## config.mk

```make
export PLATFORM = sky130hd
export DESIGN_NAME = id_stage
export DESIGN_NICKNAME = d
export VERILOG_FILES = /design/src/rtl/mips_pkg.sv /design/src/rtl/regfile.sv /design/src/rtl/id_stage.sv
export SDC_FILE = /design/constraint.sdc
export NUM_CORES = 2
export LEC_CHECK = 0
export ABC_AREA = 1
export BUFFER_PORTS_ARGS = -buffer_cell sky130_fd_sc_hd__buf_2
export CELL_PAD_IN_SITES_DETAIL_PLACEMENT = 1
export CELL_PAD_IN_SITES_GLOBAL_PLACEMENT = 2
export CORE_AREA = 8 8 388 428
export CTS_BUF_LIST = sky130_fd_sc_hd__clkbuf_4 sky130_fd_sc_hd__clkbuf_8
export DETAILED_ROUTE_END_ITERATION = 8
export DIE_AREA = 0 0 396 436
export PLACE_DENSITY = 0.84
export SYNTH_ARGS = -nofsm -noshare
export SYNTH_HDL_FRONTEND = slang
export SYNTH_SLANG_ARGS = --single-unit
export TNS_END_PERCENT = 100
```

## constraint.sdc

```tcl
create_clock -name clk -period 3.85 [get_ports clk]
set_input_delay 0.385 -clock clk [delete_from_list [all_inputs] [get_ports clk]]
set_output_delay 0.385 -clock clk [all_outputs]
set_load 0.02 [all_outputs]
```

## src/rtl/mips_pkg.sv

```systemverilog
// mips_pkg: opcode, funct and control-word definitions shared by the
// stages of the 5-stage MIPS pipeline, plus the main control decoder.
package mips_pkg;

  // Register index width (32 architectural registers).
  localparam int REG_AW = 5;

  // Width of the packed control word carried from ID to EX.
  localparam int CTRL_W = 10;

  // Primary opcodes handled by the decoder (instr[31:26]).
  typedef enum logic [5:0] {
    OP_RTYPE = 6'b000000,
    OP_BEQ   = 6'b000100,
    OP_LW    = 6'b100011,
    OP_SW    = 6'b101011
  } opcode_e;

  // R-type funct codes (instr[5:0]); ID passes funct through unchecked.
  localparam logic [5:0] FUNCT_ADD = 6'h20;
  localparam logic [5:0] FUNCT_SUB = 6'h22;
  localparam logic [5:0] FUNCT_AND = 6'h24;
  localparam logic [5:0] FUNCT_OR  = 6'h25;
  localparam logic [5:0] FUNCT_SLT = 6'h2A;

  // ALU operation classes handed to the EX-stage ALU control.
  localparam logic [1:0] ALUOP_ADD   = 2'b00;
  localparam logic [1:0] ALUOP_SUB   = 2'b01;
  localparam logic [1:0] ALUOP_FUNCT = 2'b10;

  // Bit positions inside the control word:
  // {reg_dst, alu_src, mem_to_reg, reg_write, mem_read, mem_write,
  //  branch, alu_op[1:0], illegal}
  localparam int CTRL_REG_DST    = 9;
  localparam int CTRL_ALU_SRC    = 8;
  localparam int CTRL_MEM_TO_REG = 7;
  localparam int CTRL_REG_WRITE  = 6;
  localparam int CTRL_MEM_READ   = 5;
  localparam int CTRL_MEM_WRITE  = 4;
  localparam int CTRL_BRANCH     = 3;
  localparam int CTRL_ALU_OP_HI  = 2;
  localparam int CTRL_ALU_OP_LO  = 1;
  localparam int CTRL_ILLEGAL    = 0;

  // Control word of a pipeline bubble: no side effects anywhere downstream.
  localparam logic [CTRL_W-1:0] CTRL_BUBBLE = '0;

  // Main control decoder. Unknown opcodes produce only the illegal flag so
  // that EX/exception logic can decide what to do with them.
  function automatic logic [CTRL_W-1:0] decode_ctrl(input logic [5:0] opcode);
    logic [CTRL_W-1:0] c;
    c = CTRL_BUBBLE;
    case (opcode)
      OP_RTYPE: begin
        c[CTRL_REG_DST]                   = 1'b1;
        c[CTRL_REG_WRITE]                 = 1'b1;
        c[CTRL_ALU_OP_HI:CTRL_ALU_OP_LO]  = ALUOP_FUNCT;
      end
      OP_LW: begin
        c[CTRL_ALU_SRC]                   = 1'b1;
        c[CTRL_MEM_TO_REG]                = 1'b1;
        c[CTRL_REG_WRITE]                 = 1'b1;
        c[CTRL_MEM_READ]                  = 1'b1;
        c[CTRL_ALU_OP_HI:CTRL_ALU_OP_LO]  = ALUOP_ADD;
      end
      OP_SW: begin
        c[CTRL_ALU_SRC]                   = 1'b1;
        c[CTRL_MEM_WRITE]                 = 1'b1;
        c[CTRL_ALU_OP_HI:CTRL_ALU_OP_LO]  = ALUOP_ADD;
      end
      OP_BEQ: begin
        c[CTRL_BRANCH]                    = 1'b1;
        c[CTRL_ALU_OP_HI:CTRL_ALU_OP_LO]  = ALUOP_SUB;
      end
      default: begin
        c[CTRL_ILLEGAL]                   = 1'b1;
      end
    endcase
    return c;
  endfunction

  // True when the instruction actually consumes its rt field as a source
  // operand; lw uses rt as a destination, so it cannot cause a rt hazard.
  function automatic logic reads_rt(input logic [5:0] opcode);
    return (opcode == OP_RTYPE) || (opcode == OP_SW) || (opcode == OP_BEQ);
  endfunction

endpackage

```

## src/rtl/regfile.sv

```systemverilog
// regfile: 32-entry architectural register file with two combinational
// read ports, one write port, write-first bypass and $0 hardwired to zero.
module regfile
  import mips_pkg::*;
#(
  parameter int XLEN  = 32,
  parameter int NREGS = 32
) (
  input  logic              clk,
  input  logic              rst,
  input  logic              we,
  input  logic [REG_AW-1:0] waddr,
  input  logic [XLEN-1:0]   wdata,
  input  logic [REG_AW-1:0] raddr_a,
  input  logic [REG_AW-1:0] raddr_b,
  output logic [XLEN-1:0]   rdata_a,
  output logic [XLEN-1:0]   rdata_b
);

  logic [XLEN-1:0] regs [NREGS];

  // Storage: cleared on reset, writes to $0 are silently dropped.
  always_ff @(posedge clk) begin
    if (rst) begin
      regs <= '{default: '0};
    end else if (we && (waddr != '0)) begin
      regs[waddr] <= wdata;
    end
  end

  // Port A read: $0 reads zero, a same-cycle write to the same index wins.
  always_comb begin
    rdata_a = '0;
    if (raddr_a != '0) begin
      if (we && (waddr == raddr_a)) begin
        rdata_a = wdata;
      end else begin
        rdata_a = regs[raddr_a];
      end
    end
  end

  // Port B read: same rules as port A.
  always_comb begin
    rdata_b = '0;
    if (raddr_b != '0) begin
      if (we && (waddr == raddr_b)) begin
        rdata_b = wdata;
      end else begin
        rdata_b = regs[raddr_b];
      end
    end
  end

endmodule

```

## src/rtl/id_stage.sv

```systemverilog
// id_stage: decode stage of the 5-stage MIPS pipeline. Holds the IF/ID
// latch, the register file, the control decoder, load-use hazard detection
// and the ID/EX output register. A word accepted from fetch at one edge is
// visible on the id_* outputs after the following edge.
module id_stage
  import mips_pkg::*;
#(
  parameter int XLEN  = 32,
  parameter int NREGS = 32
) (
  input  logic              clk,
  input  logic              rst,
  input  logic [XLEN-1:0]   if_instr,
  input  logic [XLEN-1:0]   if_npc,
  input  logic              if_valid,
  input  logic              flush,
  input  logic              wb_we,
  input  logic [REG_AW-1:0] wb_addr,
  input  logic [XLEN-1:0]   wb_data,
  output logic              stall,
  output logic              id_valid,
  output logic [XLEN-1:0]   id_npc,
  output logic [XLEN-1:0]   id_rs_data,
  output logic [XLEN-1:0]   id_rt_data,
  output logic [XLEN-1:0]   id_imm,
  output logic [REG_AW-1:0] id_rs,
  output logic [REG_AW-1:0] id_rt,
  output logic [REG_AW-1:0] id_rd,
  output logic [5:0]        id_funct,
  output logic [CTRL_W-1:0] id_ctrl
);

  // IF/ID latch contents.
  logic              ifid_valid;
  logic [XLEN-1:0]   ifid_instr;
  logic [XLEN-1:0]   ifid_npc;

  // Instruction fields of the word sitting in IF/ID.
  logic [5:0]        ifid_op;
  logic [REG_AW-1:0] ifid_rs;
  logic [REG_AW-1:0] ifid_rt;
  logic [REG_AW-1:0] ifid_rd;
  logic [15:0]       ifid_imm16;
  logic [5:0]        ifid_funct;

  // Decoded values destined for ID/EX.
  logic [XLEN-1:0]   rs_rdata;
  logic [XLEN-1:0]   rt_rdata;
  logic [CTRL_W-1:0] dec_ctrl;
  logic [XLEN-1:0]   dec_imm;

  logic              load_use;
  logic              bubble;

  assign ifid_op    = ifid_instr[31:26];
  assign ifid_rs    = ifid_instr[25:21];
  assign ifid_rt    = ifid_instr[20:16];
  assign ifid_rd    = ifid_instr[15:11];
  assign ifid_imm16 = ifid_instr[15:0];
  assign ifid_funct = ifid_instr[5:0];

  assign dec_ctrl = decode_ctrl(ifid_op);
  assign dec_imm  = {{(XLEN-16){ifid_imm16[15]}}, ifid_imm16};

  regfile #(
    .XLEN  (XLEN),
    .NREGS (NREGS)
  ) u_regfile (
    .clk     (clk),
    .rst     (rst),
    .we      (wb_we),
    .waddr   (wb_addr),
    .wdata   (wb_data),
    .raddr_a (ifid_rs),
    .raddr_b (ifid_rt),
    .rdata_a (rs_rdata),
    .rdata_b (rt_rdata)
  );

  // Load-use detection: a load in ID/EX whose destination is a source of
  // the instruction waiting in IF/ID must be separated by one bubble.
  always_comb begin
    load_use = 1'b0;
    if (id_valid && id_ctrl[CTRL_MEM_READ] && (id_rt != '0) && ifid_valid) begin
      if (id_rt == ifid_rs) begin
        load_use = 1'b1;
      end else if ((id_rt == ifid_rt) && reads_rt(ifid_op)) begin
        load_use = 1'b1;
      end
    end
  end

  // A flush discards the consumer anyway, and reset drops any pending stall.
  assign stall = load_use && !flush && !rst;

  // ID/EX receives a bubble whenever IF/ID has nothing usable to hand over.
  assign bubble = flush || stall || !ifid_valid;

  // IF/ID latch: flush squashes, stall holds, otherwise capture fetch output.
  always_ff @(posedge clk) begin
    if (rst) begin
      ifid_valid <= 1'b0;
      ifid_instr <= '0;
      ifid_npc   <= '0;
    end else if (flush) begin
      ifid_valid <= 1'b0;
    end else if (!stall) begin
      ifid_valid <= if_valid;
      ifid_instr <= if_instr;
      ifid_npc   <= if_npc;
    end
  end

  // ID/EX register: either a fully zeroed bubble or the decoded IF/ID word.
  always_ff @(posedge clk) begin
    if (rst || bubble) begin
      id_valid   <= 1'b0;
      id_npc     <= '0;
      id_rs_data <= '0;
      id_rt_data <= '0;
      id_imm     <= '0;
      id_rs      <= '0;
      id_rt      <= '0;
      id_rd      <= '0;
      id_funct   <= '0;
      id_ctrl    <= CTRL_BUBBLE;
    end else begin
      id_valid   <= 1'b1;
      id_npc     <= ifid_npc;
      id_rs_data <= rs_rdata;
      id_rt_data <= rt_rdata;
      id_imm     <= dec_imm;
      id_rs      <= ifid_rs;
      id_rt      <= ifid_rt;
      id_rd      <= ifid_rd;
      id_funct   <= ifid_funct;
      id_ctrl    <= dec_ctrl;
    end
  end

endmodule

```

Word-level counts from Yosys, hierarchy flattened
Cells that the tools add are included.
{"block": "classes", "n_lt_le_gt_ge": 4, "n_eq_ne": 7, "muxes": 23, "bitwise_logic": 7, "n_reduce_logical": 30}
{"cell": "$bwmux W1024", "n": 1}
{"cell": "$bmux W32 S5", "n": 2}
{"cell": "$mux W32", "n": 7}
{"cell": "$demux W32 S5", "n": 1}
{"cell": "$eq A5 B5 Y1", "n": 4}
{"cell": "$reduce_bool A5 Y1", "n": 4}
{"cell": "$ge A6 B6 Y1 const B", "n": 3}
{"cell": "$not A5 Y6", "n": 3}
{"cell": "$eq A6 B6 Y1 const B", "n": 2}
{"cell": "$mux W1", "n": 11}
{"cell": "$logic_and A1 B1 Y1", "n": 10}
{"cell": "$reduce_or A2 Y1", "n": 5}
{"cell": "$eq A6 B3 Y1 const B", "n": 1}
{"cell": "$logic_not A6 Y1", "n": 1}
{"cell": "$lt A6 B1 Y1 const B", "n": 1}
{"cell": "$logic_or A1 B1 Y1", "n": 5}
{"cell": "$not A1 Y1", "n": 4}
{"cell": "$pmux W2 S2", "n": 1}
{"cell": "$reduce_or A4 Y1", "n": 1}
{"cell": "$logic_not A1 Y1", "n": 3}
{"cell": "$reduce_and A2 Y1", "n": 1}
{"block": "word_totals", "regBits": 1233, "inputBits": 106, "out_inout_bits": 161, "word_cells": 116}

Longest topological paths before layout
{"block": "depth", "word_depth": 13, "depth_mapped": 14}

Cells and area by module
From an unflattened synthesis, not the netlist that was laid out.
{"block": "unflattened", "cells_unflattened": 10038, "area_unflattened_um2": 65094.9}
{"mod": "regfile", "n_inst": 1, "cells_per_inst": 9134, "area_each_um2": 58083.2}
{"mod": "id_stage", "n_inst": 1, "cells_per_inst": 904, "area_each_um2": 7011.7}

Worst setup path after synthesis
OpenSTA, ideal clock, no wires.
{"block": "synth_path", "path_kind": "input to output", "from": "in rst", "to": "out stall", "arrival_time_ns": 1.538, "slack_ns": 1.927, "cell_stages": 10, "cell_sequence": "buf_2 -> inv_2 -> nand2_1 -> nor2_4 -> nand3_1 -> a31oi_1 -> nand2_1 -> buf_4 -> buf_6 -> inv_2"}
{"block": "synth_via", "elab_chain_cells": 2}
{"element": "start: declaration", "line_no": "id_stage.sv:12", "text": "input logic rst,"}
{"element": "$logic_not A1 Y1", "line_no": "id_stage.sv:94", "text": "assign stall = load_use && !flush && !rst;"}
{"element": "$logic_and A1 B1 Y1", "line_no": "id_stage.sv:94"}
{"element": "end: declaration", "line_no": "id_stage.sv:20", "text": "output logic stall,"}
Every way passes these cells.

Worst setup path after layout
{"block": "layout_path", "from": "reg ifid_instr[18]", "to": "out stall"}
{"block": "layout_via", "elab_chain_cells": 7}
{"element": "start: declaration", "line_no": "id_stage.sv:35", "text": "logic [XLEN-1:0] ifid_instr;"}
{"element": "start signal: assignment", "line_no": "id_stage.sv:109", "text": "ifid_instr <= if_instr;"}
{"element": "$eq A5 B5 Y1", "line_no": "id_stage.sv:87", "text": "end else if ((id_rt == ifid_rt) && reads_rt(ifid_op)) begin"}
{"element": "$logic_and A1 B1 Y1", "line_no": "id_stage.sv:87"}
{"element": "$mux W1", "line_no": "id_stage.sv:87"}
{"element": "$mux W1", "line_no": "id_stage.sv:85", "text": "if (id_rt == ifid_rs) begin"}
{"element": "$mux W1", "line_no": "id_stage.sv:84", "text": "if (id_valid && id_ctrl[CTRL_MEM_READ] && (id_rt != '0) && ifid_valid) begin"}
{"element": "$logic_and A1 B1 Y1 (2 in series)", "line_no": "id_stage.sv:94"}
Every way passes these cells.

==> flow_summary.toml <==
[logic_synthesis]
syn_area_mm2 = 0.0615
yosysTopAreaCell = "dfxtp_1"
async_flop_share = 0
ys_seq_elements = 1221
synth-edff-count = 0
synth_cell_types = 33
synth.net_count = 9426
synth_top_area_frac = 0.398
ys_seq_area_frac = 0.398
synth_common_cells = "1,917 x nand2_1, 1,328 x a21oi_1, 1,236 x o21ai_0, 1,221 x dfxtp_1, 1,011 x nand3_1"
avgSynthCellArea_um2 = 6.60
syn-instance-count = 9320
synth_flop_cell = "dfxtp_1"
yosysMostFrequentCell = "nand2_1"
synth.area.top_cells = "dfxtp_1 40%, nand2_1 12%, a21oi_1 11%"
ys.warnings.count = 0

[floorplanning]
rows = 154
die_y_um = 436
start_util = 0.387
core-area_mm2 = 0.159
ios = 267
dieWidth_um = 396
dieArea_mm2 = 0.173

[setup_path]
required_ns = 3.46
start_kind = "flip-flop"
r2r_cells = 11
startpoint = "ifid_instr[18]$_SDFFE_PP0P_"
crit_fanout = 90
criticalPathCategory = "flip-flop to output pin"
cp-end-kind = "output pin"
r2r-start = "ifid_instr[18]$_SDFFE_PP0P_"
ff2ff_setup_slack_ns = 0.82
cp-endpoint = "stall"
r2r_end = "ifid_valid$_SDFFE_PP0N_"
crit_arrival_ns = 3.31

[pwr]
pwr-share-clk = 0.429
p_sw_frac = 0.300
internal_power_mw = 21.1
power.switching_mw = 9.03
pwr-share-comb = 0.140
seqPwrFrac = 0.431
peakVddDrop_v = 0.000361
p_leak_nw = 27.3
p_per_area_mw_per_mm2 = 434

[cts]
cts-buffers-inserted = 215
ctsRootBufferMaster = "clkbuf_8"
clk_latency_ns = 1.00
clk_pin_slew_worst_paths_ns = 0.07
cts_max_path_buffers = 3
clock_sinks = 1221
cts_tree = "done"
h-tree-depth = 4
post-cts-setup-buffers = 0

[place]
place_hpwl_um = 173000
io_buffers = 266
postPlaceCellArea_mm2 = 0.0638
routabilityCongestion = 0.874

[sta]
period_needed_ns = 3.70
max_freq_ghz = 0.270
fin_crit_sh = 0.961
worst_pin_slew_ns = 1.28
slew_violations = 0
clock_skew_ns = 0.0496
rsz0062_at_grt = "false"
finalSetupViolCount = 0
setup_tns_ns = 0
hold_viol = 0
relSlewSlack = 0.144

[grt]
grt_pass1_vias = 67300
grt_remaining_overflow = 0
grt_use_total = 0.322
grt_max_degree = 248
grt_pass1_wl_um = 432000
antenna_found_initial = 22

[cells_and_area]
layout.nets = 9309
layout-drive-gt1-share = 0.102
syn2layout_area_growth_pct = 12.8
fillers = 20600
fin_area_mm2 = 0.0693

[detailed_routing]
wl_per_cell_um = 25.4
vias = 67500
viasPerCell = 5.88
drcViolationCount = 0
ant_nets = 0
drt-initial-drc-count = 6065
dr.pass1.iters = 5
routed_wl_um = 291000

[run]
maxCapViolCount = 0

[run_status]
outcome = "complete, no violations"

[min_path]
min_path_type = "input pin to flip-flop"
[per-layer routing]
layer | GRT usage | wire [µm]
met1 | 0.422 | 124000
met2 | 0.518 | 132000
met3 | 0.0589 | 22500
met4 | 0.138 | 13100
met5 | 0 | 54
[worst min-delay path by stage]
stage | from | endpoint | cells after the start
6_report | flush | ifid_instr[22]$_SDFFE_PP0P_ | 5
5_1_grt | wb_addr[1] | u_regfile.regs[515]$_SDFFE_PP0P_ | 3
4_1_cts | flush | ifid_instr[22]$_SDFFE_PP0P_ | 5
3_5_place_dp | ifid_instr[14]$_SDFFE_PP0P_ | id_imm[14]$_SDFF_PP0_ | 2
3_3_place_gp | ifid_instr[0]$_SDFFE_PP0P_ | id_imm[0]$_SDFF_PP0_ | 2
2_1_floorplan | ifid_instr[0]$_SDFFE_PP0P_ | id_imm[0]$_SDFF_PP0_ | 2
[worst max-delay path: stages (launching register included)]
cell	delay, ns
dfxtp_4	0.36
buf_4	0.32
xor2_1	0.19
nor2_1	0.07
nand3_1	0.07
nand2_1	0.09
nand2_4	0.36
buf_6	0.56
inv_2	0.07
buf_2	0.18
[through the flow]
step / power, mW / util / instances / worst slack, ns / hold slack, ns
floorplan: 15.6 / - / 9320 / 1.93 / 0.408
global placement: 17.2 / 0.401 / 11000 / 0.944 / 0.413
detailed placement: 17.3 / 0.401 / 11000 / 0.980 / 0.421
CTS: 30.2 / 0.436 / 11500 / 0.0876 / 0.0277
global route: 31.2 / 0.436 / 11500 / 0.0388 / 0.0980
finish: 30.1 / 0.436 / 11500 / 0.150 / 0.128
[power by group through the flow]
| stage | combinational [mW] | sequential, mW | clock (mW) |
|---|---|---|---|
| 5_1_grt | 4.48 | 13.0 | 13.7 |
| 3_3_place_gp | 3.97 | 13.2 | 0 |
| 2_1_floorplan | 2.44 | 13.2 | 0 |
| 3_5_place_dp | 4.02 | 13.2 | 0 |
| 6_report | 4.22 | 13.0 | 12.9 |
| 4_1_cts | 4.12 | 13.0 | 13.1 |
[cells by family after synthesis]
group,share of synthesized area
simple gates,0.249
compound gates,0.245
buf+inv,0.108
flops,0.398
xor+xnor,0.000997
[cell type report]
cell class / instances / area (µm²) / share of cell area
well taps: 2106 / 2640 / 0.0380
clock buffers: 356 / 4420 / 0.0638
inverters: 711 / 2710 / 0.0391
multi-input cells: 6483 / 30600 / 0.441
clock inverters: 16 / 103 / 0.00148
diodes: 7 / 17.5 / 0.000253
flip-flops and latches: 1221 / 24500 / 0.353
repair buffers: 571 / 4400 / 0.0634
[placed cells by master (no fill, tap or decap), drive strengths merged]
cell type / count
nand2: 1918
nand3b: 1
a31oi: 1
buf: 473
inv: 714
o22ai: 5
diode: 7
nand4: 103
or2: 5
clkinv: 12
dfxtp: 1221
nor2: 558
clkinvlp: 1
o211ai: 274
a21oi: 1332
o21ai: 1254
xnor2: 2
xor2: 5
dlygate4sd3: 98
nor4: 1
clkbuf: 356
and3: 1
nand3: 1014
nor3: 9
[what timing repair did]
| action | CTS | global route |
|---|---|---|
| resized for setup | 1 | 0 |
| endpoints found under the setup margin | 1 | 0 |
| hold buffers | 98 | 0 |
| endpoints found under the hold margin | 327 | 0 |
[registers in the layout (all words and copies together), names as in the netlist, 5 cells and up]
name,cells
id_rs,5
u_regfile.regs,1024
id_rs_data,32
id_rt_data,32
ifid_instr,32
id_rt,5
id_ctrl,9
id_npc,32
id_imm,16
ifid_npc,32
No activity file was read; power rests on OpenSTA's default activity.
